--- src/rtl/ram_arbiter.sv ---
// Two-port arbiter in front of a single-port RAM: one access at a time, round-robin on ties.
// Optional port-1 address window check enabled by defining RAM_ARB_LOAD_GUARD_EN.
module ram_arbiter #(
  parameter int ADDR_W    = 9,
  parameter int DATA_W    = 32,
  parameter int RD_LAT    = 2,
  parameter int LOAD_BASE = 0,
  parameter int LOAD_TOP  = 511
) (
  input  logic              clk,
  input  logic              reset,
  input  logic              p0_req,
  input  logic              p0_we,
  input  logic [ADDR_W-1:0] p0_addr,
  input  logic [DATA_W-1:0] p0_wdata,
  output logic              p0_ack,
  output logic [DATA_W-1:0] p0_rdata,
  input  logic              p1_req,
  input  logic              p1_we,
  input  logic [ADDR_W-1:0] p1_addr,
  input  logic [DATA_W-1:0] p1_wdata,
  output logic              p1_ack,
  output logic [DATA_W-1:0] p1_rdata,
  output logic              p1_err,
  output logic [ADDR_W-1:0] ram_addr,
  output logic [DATA_W-1:0] ram_data,
  output logic              ram_wren,
  input  logic [DATA_W-1:0] ram_q,
  output logic              busy
);

`ifdef RAM_ARB_LOAD_GUARD_EN
  localparam bit GUARD_EN = 1'b1;
`else
  localparam bit GUARD_EN = 1'b0;
`endif

  typedef enum logic [1:0] {IDLE, ISSUE, WAIT, ACK} state_t;

  state_t              state_q, state_d;
  logic                gnt_q, gnt_d;
  logic                last_q, last_d;
  logic                op_we_q, op_we_d;
  logic                rej_q, rej_d;
  logic [3:0]          cnt_q, cnt_d;
  logic [ADDR_W-1:0]   ram_addr_q, ram_addr_d;
  logic [DATA_W-1:0]   ram_data_q, ram_data_d;
  logic                ram_wren_q, ram_wren_d;
  logic [DATA_W-1:0]   p0_rdata_q, p0_rdata_d;
  logic [DATA_W-1:0]   p1_rdata_q, p1_rdata_d;

  logic sel;
  logic p1_oor;

  // On a tie the port that did not win last time is chosen.
  assign sel    = (p0_req && p1_req) ? ~last_q : p1_req;
  assign p1_oor = (int'(p1_addr) < LOAD_BASE) || (int'(p1_addr) > LOAD_TOP);

  always_comb begin
    state_d    = state_q;
    gnt_d      = gnt_q;
    last_d     = last_q;
    op_we_d    = op_we_q;
    rej_d      = rej_q;
    cnt_d      = cnt_q;
    ram_addr_d = ram_addr_q;
    ram_data_d = ram_data_q;
    ram_wren_d = 1'b0;
    p0_rdata_d = p0_rdata_q;
    p1_rdata_d = p1_rdata_q;
    case (state_q)
      IDLE: begin
        if (p0_req || p1_req) begin
          gnt_d   = sel;
          last_d  = sel;
          op_we_d = sel ? p1_we : p0_we;
          rej_d   = GUARD_EN && sel && p1_oor;
          // A rejected request leaves the RAM-facing registers untouched.
          if (!rej_d) begin
            ram_addr_d = sel ? p1_addr : p0_addr;
            ram_data_d = sel ? p1_wdata : p0_wdata;
            ram_wren_d = op_we_d;
          end
          state_d = ISSUE;
        end
      end
      ISSUE: begin
        if (rej_q || op_we_q) begin
          state_d = ACK;
        end else begin
          cnt_d   = 4'(RD_LAT - 1);
          state_d = WAIT;
        end
      end
      WAIT: begin
        if (cnt_q == 4'd0) begin
          if (gnt_q) p1_rdata_d = ram_q;
          else       p0_rdata_d = ram_q;
          state_d = ACK;
        end else begin
          cnt_d = cnt_q - 4'd1;
        end
      end
      ACK: state_d = IDLE;
      default: state_d = IDLE;
    endcase
  end

  always_ff @(posedge clk) begin
    if (reset) begin
      state_q    <= IDLE;
      gnt_q      <= 1'b0;
      last_q     <= 1'b1;
      op_we_q    <= 1'b0;
      rej_q      <= 1'b0;
      cnt_q      <= '0;
      ram_addr_q <= '0;
      ram_data_q <= '0;
      ram_wren_q <= 1'b0;
      p0_rdata_q <= '0;
      p1_rdata_q <= '0;
    end else begin
      state_q    <= state_d;
      gnt_q      <= gnt_d;
      last_q     <= last_d;
      op_we_q    <= op_we_d;
      rej_q      <= rej_d;
      cnt_q      <= cnt_d;
      ram_addr_q <= ram_addr_d;
      ram_data_q <= ram_data_d;
      ram_wren_q <= ram_wren_d;
      p0_rdata_q <= p0_rdata_d;
      p1_rdata_q <= p1_rdata_d;
    end
  end

  assign p0_ack   = (state_q == ACK) && !gnt_q;
  assign p1_ack   = (state_q == ACK) && gnt_q;
  assign p1_err   = (state_q == ACK) && gnt_q && rej_q;
  assign p0_rdata = p0_rdata_q;
  assign p1_rdata = p1_rdata_q;
  assign ram_addr = ram_addr_q;
  assign ram_data = ram_data_q;
  assign ram_wren = ram_wren_q;
  assign busy     = (state_q != IDLE);

endmodule

--- config.mk ---
export PLATFORM = sky130hd
export DESIGN_NAME = ram_arbiter
export DESIGN_NICKNAME = d
export VERILOG_FILES = /design/src/rtl/ram_arbiter.sv
export SDC_FILE = /design/constraint.sdc
export NUM_CORES = 1
export LEC_CHECK = 0
export ABC_AREA = 1
export CAP_MARGIN = 10
export CORE_MARGIN = 2
export CORE_UTILIZATION = 57
export DETAILED_ROUTE_END_ITERATION = 16
export DONT_BUFFER_PORTS = 1
export GPL_TIMING_DRIVEN = 0
export PLACE_DENSITY = 0.81
export SLEW_MARGIN = 20
export SYNTH_ARGS = -nofsm -noshare
export SYNTH_HDL_FRONTEND = slang
export SYNTH_SLANG_ARGS = --single-unit
--- constraint.sdc ---
create_clock -name clk -period 1.32 [get_ports clk]
set_input_delay 0.33 -clock clk [delete_from_list [all_inputs] [get_ports clk]]
set_output_delay 0.33 -clock clk [all_outputs]
set_load 0.03 [all_outputs]
==> flow_summary_export.csv <==
group,metric,value,unit
setup_path,r2r-end,"p1_rdata[1]",
synthesis,synth.most_common_cell,"nand2_1",
cells_and_area,multi_input_area,2449,um2
cells_and_area,syn2layout_area_growth,44.97,%
placement,place_congestion,0.8353,
timing,fmax,0.6285,GHz
timing,setup_ws,-271.0,ps
grt,grt_pass1_vias,5743,
placement,place_area,5255,um2
setup_path,crit_path_start_kind,"flop",
routing,detail-route-antenna-nets,0,
power,p_leak,3.598,nW
setup_path,criticalPathCategory,"flop to flop",
power,p_sw,6.832,mW
synthesis,yosys_warnings,0,
grt,antenna_found_initial,0,
routing,firstDrtPassIters,6,
power,sequentialPowerShare,40.1,%
flow_run,cap_violations,0,
power,p_sw_share,42.07,%
clock_network,cts_root_buf,"clkbuf_8",
clock_network,numCtsBuffers,17,
synthesis,seq_area_frac_synth,45.34,%
timing,setup_viol_count_final,119,
routing,routedWlPerCell,18.65,um
grt,overflow,0,
timing,tightest_slew,595.6,ps
power,comb_power_share,32.5,%
setup_path,slowest_stage,"dfxtp_4",
min_path,holdPathStages,4,
grt,grt_pass1_wl,27.90,mm
synthesis,synthTopCellsByCount,"nand2_1, nor2_1, dfxtp_1",
power,power_density,2206,nW/um2
grt,grt_max_degree,17,
placement,port_buffers,0,
setup_path,cp_data_required_time,1710,ps
die,io_pins,230,
synthesis,synthArstFlopShare,0,%
cells_and_area,drive_above_1_share,28.45,%
setup_path,worstPathCellList,"inv_2, ha_1, buf_6, nand4_4, buf_4, nor2_1, nor2_1",
routing,drt-initial-drc-count,403,
clock_network,cts_max_path_buffers,2,
synthesis,synthesis.area,5077,um2
placement,preCtsSetupSlack,-265.1,ps
synthesis,yosys_most_used_dff,"dfxtp_1",
setup_path,timing.rr.start,"state_q[0]",
cells_and_area,design_area,7361,um2
min_path,min_from,"p1_wdata[13]",
clock_network,clk_pin_slew_worst_paths,60,ps
synthesis,synth_area_leader_cell,"dfxtp_1",
timing,slew_headroom,60.29,%
synthesis,synth.avg_cell_area,6.560,um2
timing,fin_crit,1591,ps
min_path,hold_path.class,"primary input to flop",
die,die_h,98.38,um
setup_path,r2r_cells,7,
setup_path,worstPathMaxFanout,9,
setup_path,end_kind,"flop",
cells_and_area,antenna_cells,0,
synthesis,synth-edff-count,0,
synthesis,synth_seq_cells,115,
cells_and_area,n_fill_cell,470,
synthesis,netlist_instances,774,
die,fp.dieW,98.38,um
routing,wirelength,19.06,mm
timing,fin_tns_setup,-21780,ps
setup_path,reg2reg_slack,-270,ps
cells_and_area,layout.nets,1028,
run_status,status,"complete, but fails checks",
run_status,violations,"setup timing",
synthesis,synth_nets,901,
timing,final_max_slew_viol_count,0,
synthesis,synthDistinctLibCells,21,
die,start_util,58.51,%
cells_and_area,regArea,2447,um2
min_path,hold-path-endpoint,"ram_data[13]",
die,num_rows,34,
routing,vias_per_cell,5.633,
clock_network,worstSkewPairLatency,510,ps
timing,rsz0062_at_grt,"true",
routing,drcViolationCount,0,
synthesis,synth_top_area_share,45.34,%
clock_network,h-tree-depth,4,
die,die-area,9679,um2
setup_path,crit_path_frequent_cell,"nor2_1",
routing,vias,5757,
power,peakVddDrop,1382,uV
timing,hold_violations,0,
setup_path,crit_path_max_incr_delay,360,ps
setup_path,arrival,1990,ps
timing,fin_skew,7.338,ps
power,intPower,9.408,mW
synthesis,synthTopCellsByArea,"dfxtp_1, nand2_1, nor2_1, inv_1, a21oi_1",
power,total_power,16.24,mW
clock_network,cts.sinks,115,
die,core_area,8678,um2
grt,gr-usage-all-layers,36.03,%
timing,timing.final.crit_share,120.5,%
power,clkPwrFrac,27.4,%
clock_network,cts_tree,"built",
placement,dp_hpwl,9.801,mm
-- cell usage in the layout, fill, tap and decap left out, types with 5 or more instances in the layout --
cell / n
nand2_1: 233
nor2_1: 169
dfxtp_2: 107
inv_1: 77
dlygate4sd3_1: 74
o21ai_0: 42
a21oi_1: 27
buf_4: 25
a21oi_2: 18
buf_6: 16
clkbuf_16: 16
nand3_1: 11
nor2_2: 10
clkbuf_1: 10
buf_2: 9
inv_2: 6
clkbuf_8: 5
clkinv_4: 5
dfxtp_1: 5
-- area by class of cell --
type | instances | share of cell area [%]
Multi-Input combinational cell | 533 | 33.27
Sequential cell | 115 | 33.25
Timing Repair Buffer | 108 | 14.99
Clock buffer | 17 | 5.626
Inverter | 85 | 4.471
Buffer | 41 | 4.403
Clock inverter | 15 | 2.159
Tap cell | 108 | 1.836
-- sequential cells by signal (all words and copies together), names as in the netlist --
| name | cells |
|---|---|
| p1_rdata | 32 |
| ram_wren | 1 |
| ram_addr | 9 |
| gnt_q | 1 |
| p0_rdata | 32 |
| op_we_q | 1 |
| ram_data | 32 |
| last_q | 1 |
| state_q | 2 |
| cnt_q | 4 |
-- power groups by stage --
stage / logic [mW] / clock network, mW / registers, mW
2_1_floorplan: 2.76 / 0 / 6.08
3_5_place_dp: 3.36 / 0 / 6.30
3_3_place_gp: 3.20 / 0 / 6.28
6_report: 5.29 / 4.44 / 6.51
5_1_grt: 5.72 / 4.59 / 6.56
4_1_cts: 4.64 / 4.41 / 6.41
-- worst max-delay path by stage --
stage	startpoint	to	slack [ps]	depth (start not counted)
finish	state_q[0]	p1_rdata[1]	-270	7
global route	state_q[0]	p1_rdata[10]	-320	8
global placement	state_q[0]	ram_addr[7]	-200	9
CTS	state_q[1]	p0_ack	-300	3
detailed placement	state_q[1]	ram_addr[0]	-270	9
floorplan	state_q[1]	ram_data[1]	-20	8
-- critical path, delay by kind of cell, from the launching register on --
kind	cells	cell delay (ps)
DFF	1	360
and+or+nand+nor	3	450
buffers and inverters	3	480
adders and majority gates	1	170
-- layer usage --
metal	global-route usage, %	vias up	wire (um)
met5	0	-	0
met4	18.55	0	1020
met3	10.38	107	1910
met2	65.04	454	9672
met1	37.84	2597	6458
li1	-	2599	-
-- metrics by stage --
| step | utilization, % | hold WS [ps] | std cells |
|---|---|---|---|
| floorplan | - | 391.7 | 774 |
| global placement | 60.55 | 394.5 | 882 |
| detailed placement | 60.55 | 400.0 | 882 |
| CTS | 82.96 | 15.52 | 1017 |
| global route | 84.82 | 35.78 | 1022 |
| finish | 84.82 | 39.08 | 1022 |
-- kinds of logic (layout without fill, tap and decap cells) --
family                   count (synthesis)  in the layout  share of synthesized area [%]
AO/OA/AOI/OAI                           89             89                          8.847
adder cells (fa/ha/maj)                  7              7                          1.725
buffers and inverters                  128            266                          10.79
flip-flops                             115            115                          45.34
other                                    1              1                        0.07386
AND/OR/NAND/NOR                        434            436                          33.22
-- timing repair --
item | in CTS | in global routing
resized for setup | 158 | 50
hold endpoints to repair | 108 | 0
cloned | 12 | 0
pin swaps | 12 | 14
buffers inserted | 17 | 7
setup endpoints to repair | 221 | 141
hold buffers | 74 | 0
(Power assumes the default switching activity.)
